`src/rtl/alarm_controller.sv`:
```
// alarm_controller: intruder-alarm FSM with exit/entry delays, siren timeout, key-error lockout.
// Ports: clk, reset (sync, active-high); key_pulse/sensor (async, synchronized inside);
//        key_status (0=OK, 2=ERROR, 3=NOKEY, 1=reserved); armed/siren/lockout/state_dbg/fail_cnt (registered).
module alarm_controller #(
  parameter logic [31:0] EXIT_CYC  = 32'd50_000_000,
  parameter logic [31:0] ENTRY_CYC = 32'd25_000_000,
  parameter logic [31:0] SIREN_CYC = 32'd500_000_000,
  parameter logic [31:0] LOCK_CYC  = 32'd250_000_000,
  parameter int          MAX_FAILS = 3
) (
  input  logic       clk,
  input  logic       reset,
  input  logic       key_pulse,
  input  logic [1:0] key_status,
  input  logic       sensor,
  output logic       armed,
  output logic       siren,
  output logic       lockout,
  output logic [3:0] fail_cnt,
  output logic [2:0] state_dbg
);
  typedef enum logic [2:0] {
    S_DIS   = 3'd0,
    S_EXIT  = 3'd1,
    S_ARM   = 3'd2,
    S_ENTRY = 3'd3,
    S_ALARM = 3'd4,
    S_LOCK  = 3'd5
  } state_t;
  localparam logic [3:0] MF = 4'(MAX_FAILS);
  state_t      r_state, w_next;
  logic [31:0] r_cnt, w_cnt, w_load;
  logic [3:0]  r_fail, w_fail, w_inc;
  logic        r_key_s1, r_key_s2, r_key_prev, r_key_arm, r_live;
  logic        r_sen_s1, r_sen_s2;
  logic        r_armed, r_siren, r_lockout;
  logic        w_ev, w_kok, w_kerr, w_esc, w_exp;
  // r_key_arm only sets once a low key_pulse has been synchronized after reset,
  // so a key held high through reset release cannot produce an event.
  assign w_ev   = r_key_s2 & ~r_key_prev & r_key_arm;
  assign w_kok  = w_ev & (key_status == 2'd0);
  assign w_kerr = w_ev & (key_status == 2'd2);
  assign w_inc  = (r_fail >= MF) ? MF : r_fail + 4'd1;
  assign w_esc  = w_kerr & (w_inc == MF);
  assign w_exp  = (r_cnt == 32'd0) & (r_state inside {S_EXIT, S_ENTRY, S_ALARM, S_LOCK});
  always_comb begin
    w_next = r_state;
    w_fail = w_kerr ? w_inc : r_fail;
    if (r_state == S_LOCK) begin
      w_fail = r_fail;
      if (w_exp) begin
        w_next = S_DIS;
        w_fail = 4'd0;
      end
    end else if (w_kok) begin
      w_next = (r_state == S_DIS) ? S_EXIT : S_DIS;
      w_fail = 4'd0;
    end else begin
      case (r_state)
        S_DIS: if (w_esc) begin
          w_next = S_LOCK;
          w_fail = 4'd0;
        end
        S_EXIT:  if (w_exp) w_next = S_ARM;
        S_ARM: if (w_esc) begin
          w_next = S_ALARM;
          w_fail = 4'd0;
        end else if (r_sen_s2) w_next = S_ENTRY;
        S_ENTRY: if (w_esc | w_exp) begin
          w_next = S_ALARM;
          w_fail = 4'd0;
        end
        S_ALARM: if (w_exp) w_next = S_ARM;
        default: w_next = r_state;
      endcase
    end
  end
  assign w_load = (w_next == S_EXIT)  ? EXIT_CYC - 32'd1 :
                  (w_next == S_ENTRY) ? ENTRY_CYC - 32'd1 :
                  (w_next == S_ALARM) ? SIREN_CYC - 32'd1 :
                  (w_next == S_LOCK)  ? LOCK_CYC - 32'd1 : 32'd0;
  assign w_cnt  = (w_next != r_state) ? w_load : (r_cnt != 32'd0) ? r_cnt - 32'd1 : 32'd0;
  always_ff @(posedge clk) begin
    if (reset) begin
      r_state    <= S_DIS;
      r_cnt      <= 32'd0;
      r_fail     <= 4'd0;
      r_key_s1   <= 1'b0;
      r_key_s2   <= 1'b0;
      r_key_prev <= 1'b0;
      r_key_arm  <= 1'b0;
      r_live     <= 1'b0;
      r_sen_s1   <= 1'b0;
      r_sen_s2   <= 1'b0;
      r_armed    <= 1'b0;
      r_siren    <= 1'b0;
      r_lockout  <= 1'b0;
    end else begin
      r_key_s1   <= key_pulse;
      r_key_s2   <= r_key_s1;
      r_key_prev <= r_key_s2;
      r_live     <= 1'b1;
      r_key_arm  <= r_key_arm | (r_live & ~r_key_s1);
      r_sen_s1   <= sensor;
      r_sen_s2   <= r_sen_s1;
      r_state    <= w_next;
      r_cnt      <= w_cnt;
      r_fail     <= w_fail;
      r_armed    <= w_next inside {S_ARM, S_ENTRY, S_ALARM};
      r_siren    <= w_next == S_ALARM;
      r_lockout  <= w_next == S_LOCK;
    end
  end
  assign armed     = r_armed;
  assign siren     = r_siren;
  assign lockout   = r_lockout;
  assign fail_cnt  = r_fail;
  assign state_dbg = r_state;
endmodule

```
`config.mk`:
```
export PLATFORM = sky130hd
export DESIGN_NAME = alarm_controller
export DESIGN_NICKNAME = d
export VERILOG_FILES = /design/src/rtl/alarm_controller.sv
export SDC_FILE = /design/constraint.sdc
export NUM_CORES = 1
export LEC_CHECK = 0
export BUFFER_PORTS_ARGS = -buffer_cell sky130_fd_sc_hd__buf_2
export CAP_MARGIN = 20
export CORE_UTILIZATION = 60
export DETAILED_ROUTE_END_ITERATION = 8
export GPL_ROUTABILITY_DRIVEN = 0
export HOLD_SLACK_MARGIN = 0.03
export PLACE_DENSITY_LB_ADDON = 0.1
export RECOVER_POWER = 100
export SETUP_SLACK_MARGIN = 0.15
export SYNTH_ARGS = -nofsm -noshare
export SYNTH_HDL_FRONTEND = slang
export SYNTH_SLANG_ARGS = --single-unit
```
`constraint.sdc`:
```
create_clock -name clk -period 3.6 [get_ports clk]
set_input_delay 0.36 -clock clk [delete_from_list [all_inputs] [get_ports clk]]
set_output_delay 0.36 -clock clk [all_outputs]
set_load 0.005 [all_outputs]
```
==> reports/results.tsv <==
stage	metric	value	unit
detailed_routing	ant_nets	0	
sta	finalCritPeriodShare	86.41	%
placement	place_inst	360	
sta	skew	0.008005	ns
detailed_routing	vias	2263	
sta	report.final.hold_viol_count	0	
logic_synthesis	synthDistinctLibCells	59	
critical_path	cp_max_fo	11	
critical_path	cp-start-kind	flip-flop	
clock_network	cts_resized	0	
detailed_routing	first_pass_iters	4	
sta	worst_pin_slew	0.7332	ns
logic_synthesis	ys_seq_elements	49	
detailed_routing	routed_via_density	6.149	
sta	hold_ws	0.2515	ns
global_route	antenna_found_initial	0	
detailed_routing	drt_iter0_drc	216	
global_route	grt_max_degree	32	
finish	final_cell_count_no_fill	368	
clock_network	cts_tree	yes	
power_and_ir_drop	total_leakage_power	0.001052	uW
logic_synthesis	synth_edf_count	0	
detailed_routing	routed_wl	5642	um
finish	drive_gt1_share	8.491	%
critical_path	critPathKind	flip-flop to flip-flop	
clock_network	htree_levels	2	
finish	area_growth	7.384	%
global_route	grt_pass1_vias	2037	
critical_path	ff2ff_path_depth	7	
clock_network	cts_setup_buffers	0	
global_route	grt_first_pass_wirelength	9204	um
power_and_ir_drop	max-vdd-ir-drop	0.5395	mV
sta	setup_viol	0	
placement	dp_hpwl	3975	um
critical_path	crit_family	simple AND/OR/NAND/NOR gates	
finish	fin_nets	326	
run_status	status	complete, no violations	
logic_synthesis	synthArstFlopShare	0	%
floorplanning	die_y	67.73	um
placement	portBuffers	15	
logic_synthesis	synthFlopType	dfxtp_1	
detailed_routing	drc_errors	0	
min_path	worstHoldPathCells	2	
sta	drv_slew	0	
global_route	grt_use_total	27.04	%
finish	diodes	0	
clock_network	cts-root-buf	clkbuf_8	
global_route	overflow	0	
logic_synthesis	syn_area	2592	um^2
critical_path	end_kind	flip-flop	
critical_path	crit_arrival	3.34	ns
sta	fmax	321.5	MHz
sta	rsz0062_at_grt	no	
floorplanning	die-width	67.73	um
detailed_routing	avgRoutedWirePerCell	15.33	um
clock_network	cts_buffer_depth	2	
logic_synthesis	yosysSeqAreaShare	37.84	%
clock_network	clock_sinks	49	
sta	slew_headroom	51.12	%
floorplanning	die-area	4587	um^2
critical_path	path_buf_inv	0	
clock_network	path_clk_slew	0.09	ns
logic_synthesis	syn_area_per_cell	8.528	um^2
clock_network	cts-buffers-inserted	5	
logic_synthesis	synth_fp_nets	313	
floorplanning	ios	16	
logic_synthesis	synth_warnings	0	
flow_run	cap_viol_max_count	0	
critical_path	crit_slowest_cell	nor4_4	
finish	fillers	382	
critical_path	crit_path_cell_trace	or4_1 -> or3_1 -> nor4_4 -> o32ai_1 -> o211ai_1 -> o2111ai_2 -> o22ai_1	
critical_path	crit_cells	7	
clock_network	clk_latency	0.31	ns
clock_network	ctsHoldBuffers	0	
sta	period_minus_slack	3.111	ns
sta	setup_tns	0	ns
min_path	hp-class	input port to flip-flop	
floorplanning	rows	23	
floorplanning	core	4086	um^2
critical_path	cp.required	3.83	ns
logic_synthesis	syn-instance-count	304	
power_and_ir_drop	p_per_area	756.3	nW/um^2
critical_path	critPathMaxStageDelay	0.62	ns
floorplanning	initial_core_util	63.44	%
## cell usage in the layout (no fill, tap or decap), drive strengths merged, types with 10 or more instances in the layout
cell	instances
xnor2	20
dfxtp	49
xor2	10
nor2	32
nand3	10
o211ai	10
clkbuf	12
o21ai	21
nor3	20
buf	12
nand2	17
## state kept, by name, indices dropped and copies added, names as in the netlist
signal      cells
r_key_arm       1
r_sen_s1        1
r_cnt          32
r_live          1
fail_cnt        4
armed           1
state_dbg       3
r_sen_s2        1
r_key_prev      1
siren           1
lockout         1
r_key_s1        1
r_key_s2        1
## cells in the mapped netlist (all sizes together) (6+ instances only)
library cell,count,area share [%]
xor2,10,3.4
nor4,9,3.0
xnor2,20,6.8
nor3,20,3.9
inv,7,1.0
dfxtp,49,38
a21oi,9,1.7
nand2,17,2.5
nor2b,6,1.4
nor2,32,4.7
o211ai,10,2.9
o21ai,21,4.1
clkbuf,10,1.4
or3,8,2.1
nand3,10,1.9
## per-stage QoR
step                      total power (uW)  util, %  setup slack [ns]  cell area, um^2
after floorplan                       1540        -             1.033             2592
after global placement                1715    66.14            0.7099             2703
after detailed placement              1736    66.14            0.6637             2703
after CTS                             2135    68.95            0.6484             2818
after global routing                  2261    68.13            0.2889             2784
final                                 2106    68.13            0.4891             2784
## final timing paths
kind         slack [ns]                    to            startpoint
max reg2reg        0.49  r_cnt[16]$_SDFF_PP0_  r_cnt[13]$_SDFF_PP0_
min                0.25   r_key_s1$_SDFF_PP0_             key_pulse
max                0.49  r_cnt[16]$_SDFF_PP0_  r_cnt[13]$_SDFF_PP0_
min reg2reg        0.44   r_key_s2$_SDFF_PP0_   r_key_s1$_SDFF_PP0_
## metal layers
metal	vias to the layer above	part of all wire [%]	track usage [%]	wire length, um
met3	10	3.6	5.574	201
met5	-	0	0	0
met2	56	48	46.16	2701
met1	1052	47	32.82	2628
li1	1145	-	-	-
met4	0	1.9	10.64	110
## report_power, final
part	switching, uW	leakage (uW)	internal (uW)	total, uW
Clock	185	0.0000543	208	392
Combinational	533	0.000598	401	934
Sequential	118	0.000400	661	779
Total	835	0.00105	1270	2110
## cell type report
type / count / area [um^2] / area share [%]
Inverter: 8 / 30.03 / 1.079
Clock buffer: 5 / 68.82 / 2.472
Timing Repair Buffer: 19 / 96.34 / 3.461
Multi-Input combinational cell: 234 / 1499 / 53.84
Tap cell: 50 / 62.56 / 2.247
Clock inverter: 3 / 46.29 / 1.663
Sequential cell: 49 / 980.9 / 35.24
## cell families (layout without fill, tap and decap cells)
family,count (synthesis),count (layout),share of synthesized area [%]
xor gates and xnor gates,30,30,10.14
muxes,1,1,0.3861
buffers and inverters,21,35,3.378
DFF,49,49,37.84
and+or+nand+nor,131,131,28.23
adders and majority gates,3,3,1.448
AOI/OAI and AO/OA,69,69,18.58
Note: power is estimated with default switching activity, not from simulation.
